==> src/rtl/sseg_scan.sv <==
// Time-multiplexed seven-segment scanner with a double-buffered display value.
// Data is swapped in only at frame boundaries so a frame never mixes old and new digits.
module sseg_scan #(
  parameter int DIGITS      = 4,
  parameter int CLK_DIV     = 50000,
  parameter int GUARD       = 500,
  parameter int LZ_SUPPRESS = 1
) (
  input  logic                  clk,
  input  logic                  reset_n,
  input  logic [4*DIGITS-1:0]   value,
  input  logic [DIGITS-1:0]     dp_in,
  input  logic                  load,
  input  logic                  blank,
  output logic [6:0]            hex,
  output logic                  dp,
  output logic [DIGITS-1:0]     an,
  output logic                  frame_done,
  output logic                  pending
);

  localparam int CW = $clog2(CLK_DIV);
  localparam int IW = (DIGITS > 1) ? $clog2(DIGITS) : 1;

  logic [CW-1:0]       cnt;
  logic [IW-1:0]       idx;
  logic [4*DIGITS-1:0] shval;
  logic [4*DIGITS-1:0] actval;
  logic [DIGITS-1:0]   shdp;
  logic [DIGITS-1:0]   actdp;

  logic                tick;
  logic                boundary;
  logic                lit;
  logic                allz;
  logic [DIGITS-1:0]   supp;
  logic [DIGITS-1:0]   onehot;
  logic [3:0]          nib;
  logic                curdp;
  logic                cursupp;

  // Segment patterns listed g..a, active-low
  function automatic logic [6:0] decode(input logic [3:0] n);
    case (n)
      4'h0: decode = 7'b1000000;
      4'h1: decode = 7'b1111001;
      4'h2: decode = 7'b0100100;
      4'h3: decode = 7'b0110000;
      4'h4: decode = 7'b0011001;
      4'h5: decode = 7'b0010010;
      4'h6: decode = 7'b0000010;
      4'h7: decode = 7'b1111000;
      4'h8: decode = 7'b0000000;
      4'h9: decode = 7'b0010000;
      4'hA: decode = 7'b0001000;
      4'hB: decode = 7'b0000011;
      4'hC: decode = 7'b0100111;
      4'hD: decode = 7'b0100001;
      4'hE: decode = 7'b0000110;
      default: decode = 7'b0001110;
    endcase
  endfunction

  always_comb begin
    tick     = (cnt == CW'(CLK_DIV - 1));
    boundary = tick && (idx == IW'(DIGITS - 1));
    lit      = (int'(cnt) >= GUARD) && !blank;
  end

  // A digit is a leading zero when it and every more significant nibble are zero
  always_comb begin
    allz = 1'b1;
    supp = '0;
    for (int i = DIGITS - 1; i >= 0; i--) begin
      allz    = allz && (actval[4*i +: 4] == 4'h0);
      supp[i] = (LZ_SUPPRESS != 0) && (i > 0) && allz;
    end
  end

  always_comb begin
    nib     = '0;
    curdp   = 1'b0;
    cursupp = 1'b0;
    onehot  = '0;
    for (int i = 0; i < DIGITS; i++) begin
      if (int'(idx) == i) begin
        nib       = actval[4*i +: 4];
        curdp     = actdp[i];
        cursupp   = supp[i];
        onehot[i] = 1'b1;
      end
    end
  end

  always_ff @(posedge clk) begin
    if (!reset_n) begin
      cnt        <= '0;
      idx        <= '0;
      shval      <= '0;
      shdp       <= '0;
      actval     <= '0;
      actdp      <= '0;
      pending    <= 1'b0;
      hex        <= 7'h7F;
      dp         <= 1'b1;
      an         <= '1;
      frame_done <= 1'b0;
    end else begin
      cnt <= tick ? '0 : cnt + 1'b1;
      if (tick)
        idx <= (idx == IW'(DIGITS - 1)) ? '0 : idx + 1'b1;

      if (load) begin
        shval <= value;
        shdp  <= dp_in;
      end

      // A load on the boundary cycle bypasses the shadow so it is not lost
      if (boundary && (pending || load)) begin
        actval <= load ? value : shval;
        actdp  <= load ? dp_in : shdp;
      end

      if (boundary)
        pending <= 1'b0;
      else if (load)
        pending <= 1'b1;

      frame_done <= boundary;
      an         <= lit ? ~onehot : '1;
      hex        <= (lit && !cursupp) ? decode(nib) : 7'h7F;
      dp         <= lit ? ~curdp : 1'b1;
    end
  end

endmodule

==> config.mk <==
export PLATFORM = sky130hd
export DESIGN_NAME = sseg_scan
export DESIGN_NICKNAME = d
export VERILOG_FILES = /design/src/rtl/sseg_scan.sv
export SDC_FILE = /design/constraint.sdc
export NUM_CORES = 1
export LEC_CHECK = 0
export BUFFER_PORTS_ARGS = -buffer_cell sky130_fd_sc_hd__buf_2
export CAP_MARGIN = 20
export CORE_ASPECT_RATIO = 0.7
export CORE_MARGIN = 2
export CORE_UTILIZATION = 62
export CTS_CLUSTER_SIZE = 8
export DETAILED_ROUTE_END_ITERATION = 8
export GPL_TIMING_DRIVEN = 0
export PLACE_DENSITY_LB_ADDON = 0.15
export SLEW_MARGIN = 20
export SYNTH_ARGS = -nofsm -noshare
export SYNTH_HDL_FRONTEND = slang
export SYNTH_SLANG_ARGS = --single-unit
==> constraint.sdc <==
create_clock -name clk -period 8.9 [get_ports clk]
set_clock_uncertainty 0.2 [all_clocks]
set_input_delay 0.445 -clock clk [delete_from_list [all_inputs] [get_ports clk]]
set_output_delay 0.445 -clock clk [all_outputs]
set_load 0.05 [all_outputs]
; ---- Yosys cells after proc, flatten, opt, wreduce, memory -nomap -nowiden
; Memory sizes are Yosys's and may differ from the RTL's. A register that Yosys moved wholly into a read port is not among the register bits.
; Cells that the tools add are included.
; W data, S select, Z words.
[classes]
reduce_logical = 18
order_cmp = 1
bitwise = 3
eq_ne = 5
add_sub_neg = 2
mux = 18
[ops]
columns = op, n
row1 = $mux W4, 5
row2 = $add A16 B1 Y16 const B, 1
row3 = $eq A16 B16 Y1 const B, 1
row4 = $ge A16 B9 Y1 const B, 1
row5 = $mux W16, 1
row6 = $logic_not A4 Y1, 3
row7 = $mux W1, 11
row8 = $eq A2 B2 Y1 const B, 3
row9 = $logic_and A1 B1 Y1, 6
row10 = $not A4 Y4, 1
row11 = $reduce_and A2 Y1, 2
row12 = $reduce_or A2 Y1, 2
row13 = $logic_not A1 Y1, 3
row14 = $add A2 B1 Y2 const B, 1
row15 = $eq A2 B1 Y1 const B, 1
row16 = $logic_not A2 Y1, 1
row17 = $mux W2, 1
row18 = $not A1 Y1, 2
row19 = $logic_or A1 B1 Y1, 1
[word_totals]
elab_cells = 58
register_bits = 65
in_bits = 24
out_inout_bits = 14
romBits = 112
memories = 1
[mem_list]
columns = memory, words, word_bits, read_ports, rd_clocked_by_memory_dff, write_ports, line
row1 = (name not given), 16, 7, 1, 1, 0, 44  ; case (n)

; ---- Depth between registers and ports, before layout
[depth]
depth_word = 10
mapped_depth = 11
mapped_depth_nobuf = 10

; ---- Least setup slack after synthesis
; Ideal clock, no wire load.
[synth_timing]
kind = reg2reg
from = register idx[1]
to = register hex[0]
arrival_ns = 2.440
setup_slack_ns = 6.126
synth_period_minus_slack_ns = 2.774
path_stages_with_launch = 11
cell_sequence = dfxtp_1 -> inv_1 -> ha_1 -> buf_2 -> nand3b_1 -> a221oi_1 -> inv_1 -> ha_1 -> mux2_2 -> nand2_1 -> o211ai_1
[synth_via]
elab_chain_cells = 8
elab_cells_between_ends = 15
cone_classes = 3 x eq/ne / 7 x mux / 5 x reduce/logical
[synth_rtl]
columns = element, line
row1 = start: declaration, 26  ; logic [IW-1:0] idx;
row2 = start signal: assignment, 111  ; idx <= (idx == IW'(DIGITS - 1)) ? '0 : idx + 1'b1;
row3 = $eq A2 B2 Y1, 86  ; if (int'(idx) == i) begin
row4 = $mux W1 (3 in a row), 86
row5 = $logic_not A1 Y1, 131  ; hex <= (lit && !cursupp) ? decode(nib) : 7'h7F;
row6 = $logic_and A1 B1 Y1, 131
row7 = $reduce_and A2 Y1 (no line), --
row8 = $logic_not A1 Y1 (no line), --
row9 = end: declaration, 15  ; output logic [6:0] hex,
; Several ways; a longest one is shown, not always the timed one.
; A chain may end at the register's enable or synchronous reset.

; ---- Final worst setup path
; Same ends and word-level chain as after synthesis.

==> impl_metrics.yaml <==
global_routing:
  grt_overflow: 0
  grt_pass1_vias: 2257
  antenna_found_initial: 0
  grt_first_pass_wirelength_um: 10900
  grt_start_max_net_pins: 13
  track_usage: 0.235
cells_and_area:
  design_area_sq_um: 3900
  drive_gt1_frac: 0.236
  nFillCells: 373
  fin_nets: 409
  syn2layout_area_growth_pct: 16.0
  n_antenna_cell: 0
timing:
  setup_tns_ps: 0
  fin_ws_ps: 5750
  hold_viol_final: 0
  drv_slew: 0
  post-route-period-util: 0.354
  period_minus_slack_ps: 3150
  worst_pin_slew_ps: 774
  rsz0062_at_grt: "false"
  setup-violations-final: 0
  fmax_mhz: 318
  slew_headroom: 0.484
floorplanning:
  core-area_sq_um: 5230
  die_w_um: 92.0
  die_h_um: 65.6
  ioPinCount: 38
  dieArea_sq_um: 6030
  std_cell_rows: 22
  start_util: 0.643
yosys:
  yosysUniqueCellTypes: 45
  synth.avg_cell_area_sq_um: 10.3
  synth_area_sq_um: 3360
  yosys_warnings: 0
  syn-num-nets: 362
  synthCells: 325
  synth-seq-cells: 72
  yosysSeqAreaShare: 0.429
pwr:
  leakage_nw: 1.62
  vdd_drop_max_uv: 135
  report.power.total_uw: 703
  pwr_density_cell_nw_per_um2: 180
placed_design:
  io_buffers: 35
  pre_cts_ws_ps: 5590
  hpwlAfterDp_um: 4600
  placed_area_sq_um: 3630
  place_congestion: 0.791
routing:
  viasPerCell: 5.35
  drtIter0Drc: 100
  route.detailed.drc: 0
  vias: 2401
  wl_um: 6540
  firstDrtPassIters: 4
  wire_per_inst_um: 14.6
  detail-route-antenna-nets: 0
clocking:
  insertion_delay_ps: 340
  cts_setup_buffers: 0
  cts_resized: 0
  postCtsHoldBufs: 0
  clockBufferDepth: 2
  numCtsBuffers: 9
  cts_root_buf: "clkbuf_8"
  clkTransAtPathRegs_ps: 70
  htree_levels: 3
  cts_tree: "done"
  clock_sinks: 72
critical_path:
  arrival_ps: 3160
  critPathLaunchType: "flop"
  crit_fanout: 10
  cp-end-kind: "flop"
  required_ps: 8910
  crit_type: "flop to flop"
min_path:
  worstHoldPathType: "input pin to flop"
run_status:
  status: "finished, final reports clean"
job:
  max_cap_violations: 0
## sequential cells by signal (all words and copies together), names as in the netlist
name and flops:
shval 16, frame_done 1, an 4, shdp 4
pending 1, cnt 16, actdp 4, hex 7
actval 16, idx 2, dp 1
## placed cells by master, fill, tap and decap left out, types with 2 or more instances in the layout
cell | netlist | final
and2_1 | 20 | 20
nor2_1 | 25 | 25
nor2b_1 | 24 | 24
nor3_1 | 3 | 3
a211oi_1 | 2 | 2
clkbuf_2 | 1 | 2
buf_12 | 2 | 2
buf_2 | 6 | 41
o211ai_1 | 6 | 6
dfxtp_1 | 72 | 72
a21oi_1 | 7 | 7
xor2_1 | 5 | 5
mux2i_1 | 22 | 22
and3_1 | 4 | 4
nand3b_1 | 5 | 5
nand2_1 | 18 | 18
ha_1 | 13 | 13
bufinv_16 | 0 | 4
clkbuf_1 | 7 | 8
o21ai_0 | 3 | 3
o311ai_1 | 3 | 3
clkbuf_8 | 0 | 10
nand4b_1 | 2 | 2
nand3_1 | 5 | 5
inv_1 | 13 | 13
xnor2_1 | 9 | 9
nor3b_1 | 4 | 4
nor4_1 | 3 | 3
a311o_1 | 2 | 2
mux2_4 | 20 | 20
nand4_1 | 3 | 3
## cells by family after synthesis
family / Yosys count / share of synthesized area
buf+inv: 30 / 0.0469
flops: 72 / 0.429
xor+xnor: 14 / 0.0365
fa+ha+maj: 13 / 0.0484
compound gates: 31 / 0.0741
mux: 43 / 0.158
simple gates: 122 / 0.207
## worst max-delay path: stages (launching register included)
cell and delay [ps]:
dfxtp_1 380, inv_1 90, ha_1 220, buf_2 200, nand3b_1 200, a221oi_1 690, clkbuf_2 300, inv_1 100
ha_1 240, mux2_2 270, nand2_1 60, o211ai_1 80
## through the flow
stage,hold WS (ps),util,instances
2_1_floorplan,242,-,325
3_3_place_gp,256,0.693,432
3_5_place_dp,270,0.693,432
4_1_cts,150,0.745,448
5_1_grt,161,0.746,449
6_report,152,0.746,449
## cell usage after synthesis, drive strengths merged
library cell  count  area share
nor2b            24       0.045
nor2             25       0.028
mux2             21       0.093
dfxtp            72        0.43
a21oi             7       0.010
nand3b            5       0.011
o311a             1      0.0030
xnor2             9       0.023
o211a             1      0.0052
o311ai            3      0.0078
nand2            18       0.020
nand4b            2      0.0052
a221o             1      0.0030
o21bai            1      0.0022
nand3             6       0.010
ha               13       0.048
nor4              4      0.0093
xor2              5       0.013
a311o             2      0.0060
a221oi            1      0.0026
nor3b             5       0.015
clkbuf            8      0.0093
a21boi            1      0.0056
nor3              4      0.0093
o211ai            6       0.013
a211oi            2      0.0045
and2             20       0.037
a311oi            1      0.0045
or4               1      0.0022
inv              13       0.015
buf               9       0.023
nand2b            1      0.0019
mux2i            22       0.066
o21ai             4      0.0060
nand4             3      0.0056
and3              4      0.0074
## final timing paths
| kind | startpoint | endpoint | slack, ps | cells past startpoint |
|---|---|---|---|---|
| hold reg to reg | cnt[0]$_SDFF_PP0_ | cnt[0]$_SDFF_PP0_ | 290 | 1 |
| setup / recovery | idx[1]$_SDFFE_PN0N_ | hex[0]$_SDFF_PN1_ | 5750 | 11 |
| setup reg to reg | idx[1]$_SDFFE_PN0N_ | hex[0]$_SDFF_PN1_ | 5750 | 11 |
| hold / removal | blank | dp$_SDFF_PN1_ | 150 | 3 |
## where the power goes
group / switching (mW) / internal [mW] / leakage, nW / total (mW)
sequential: 0.00321 / 0.329 / 0.585 / 0.332
clock: 0.119 / 0.222 / 0.130 / 0.342
combinational: 0.0156 / 0.0133 / 0.903 / 0.0289
## per-layer routing
| metal | wire length (um) | share of wire | global-route usage |
|---|---|---|---|
| met4 | 81 | 0.012 | 0.0728 |
| met1 | 3200 | 0.49 | 0.307 |
| met3 | 363 | 0.056 | 0.0734 |
| met2 | 2890 | 0.44 | 0.375 |
| met5 | 0 | 0 | 0 |
## final cells by class
cell class / instances / area [sq um] / area share
Inverter: 13 / 48.8 / 0.0125
Timing Repair Buffer: 36 / 180 / 0.0462
Buffer: 17 / 109 / 0.0279
Clock buffer: 11 / 141 / 0.0363
Clock inverter: 5 / 128 / 0.0327
Sequential cell: 72 / 1440 / 0.370
Tap cell: 72 / 90.1 / 0.0231
Multi-Input combinational cell: 223 / 1760 / 0.452
Power figures use the tool's default switching activity.
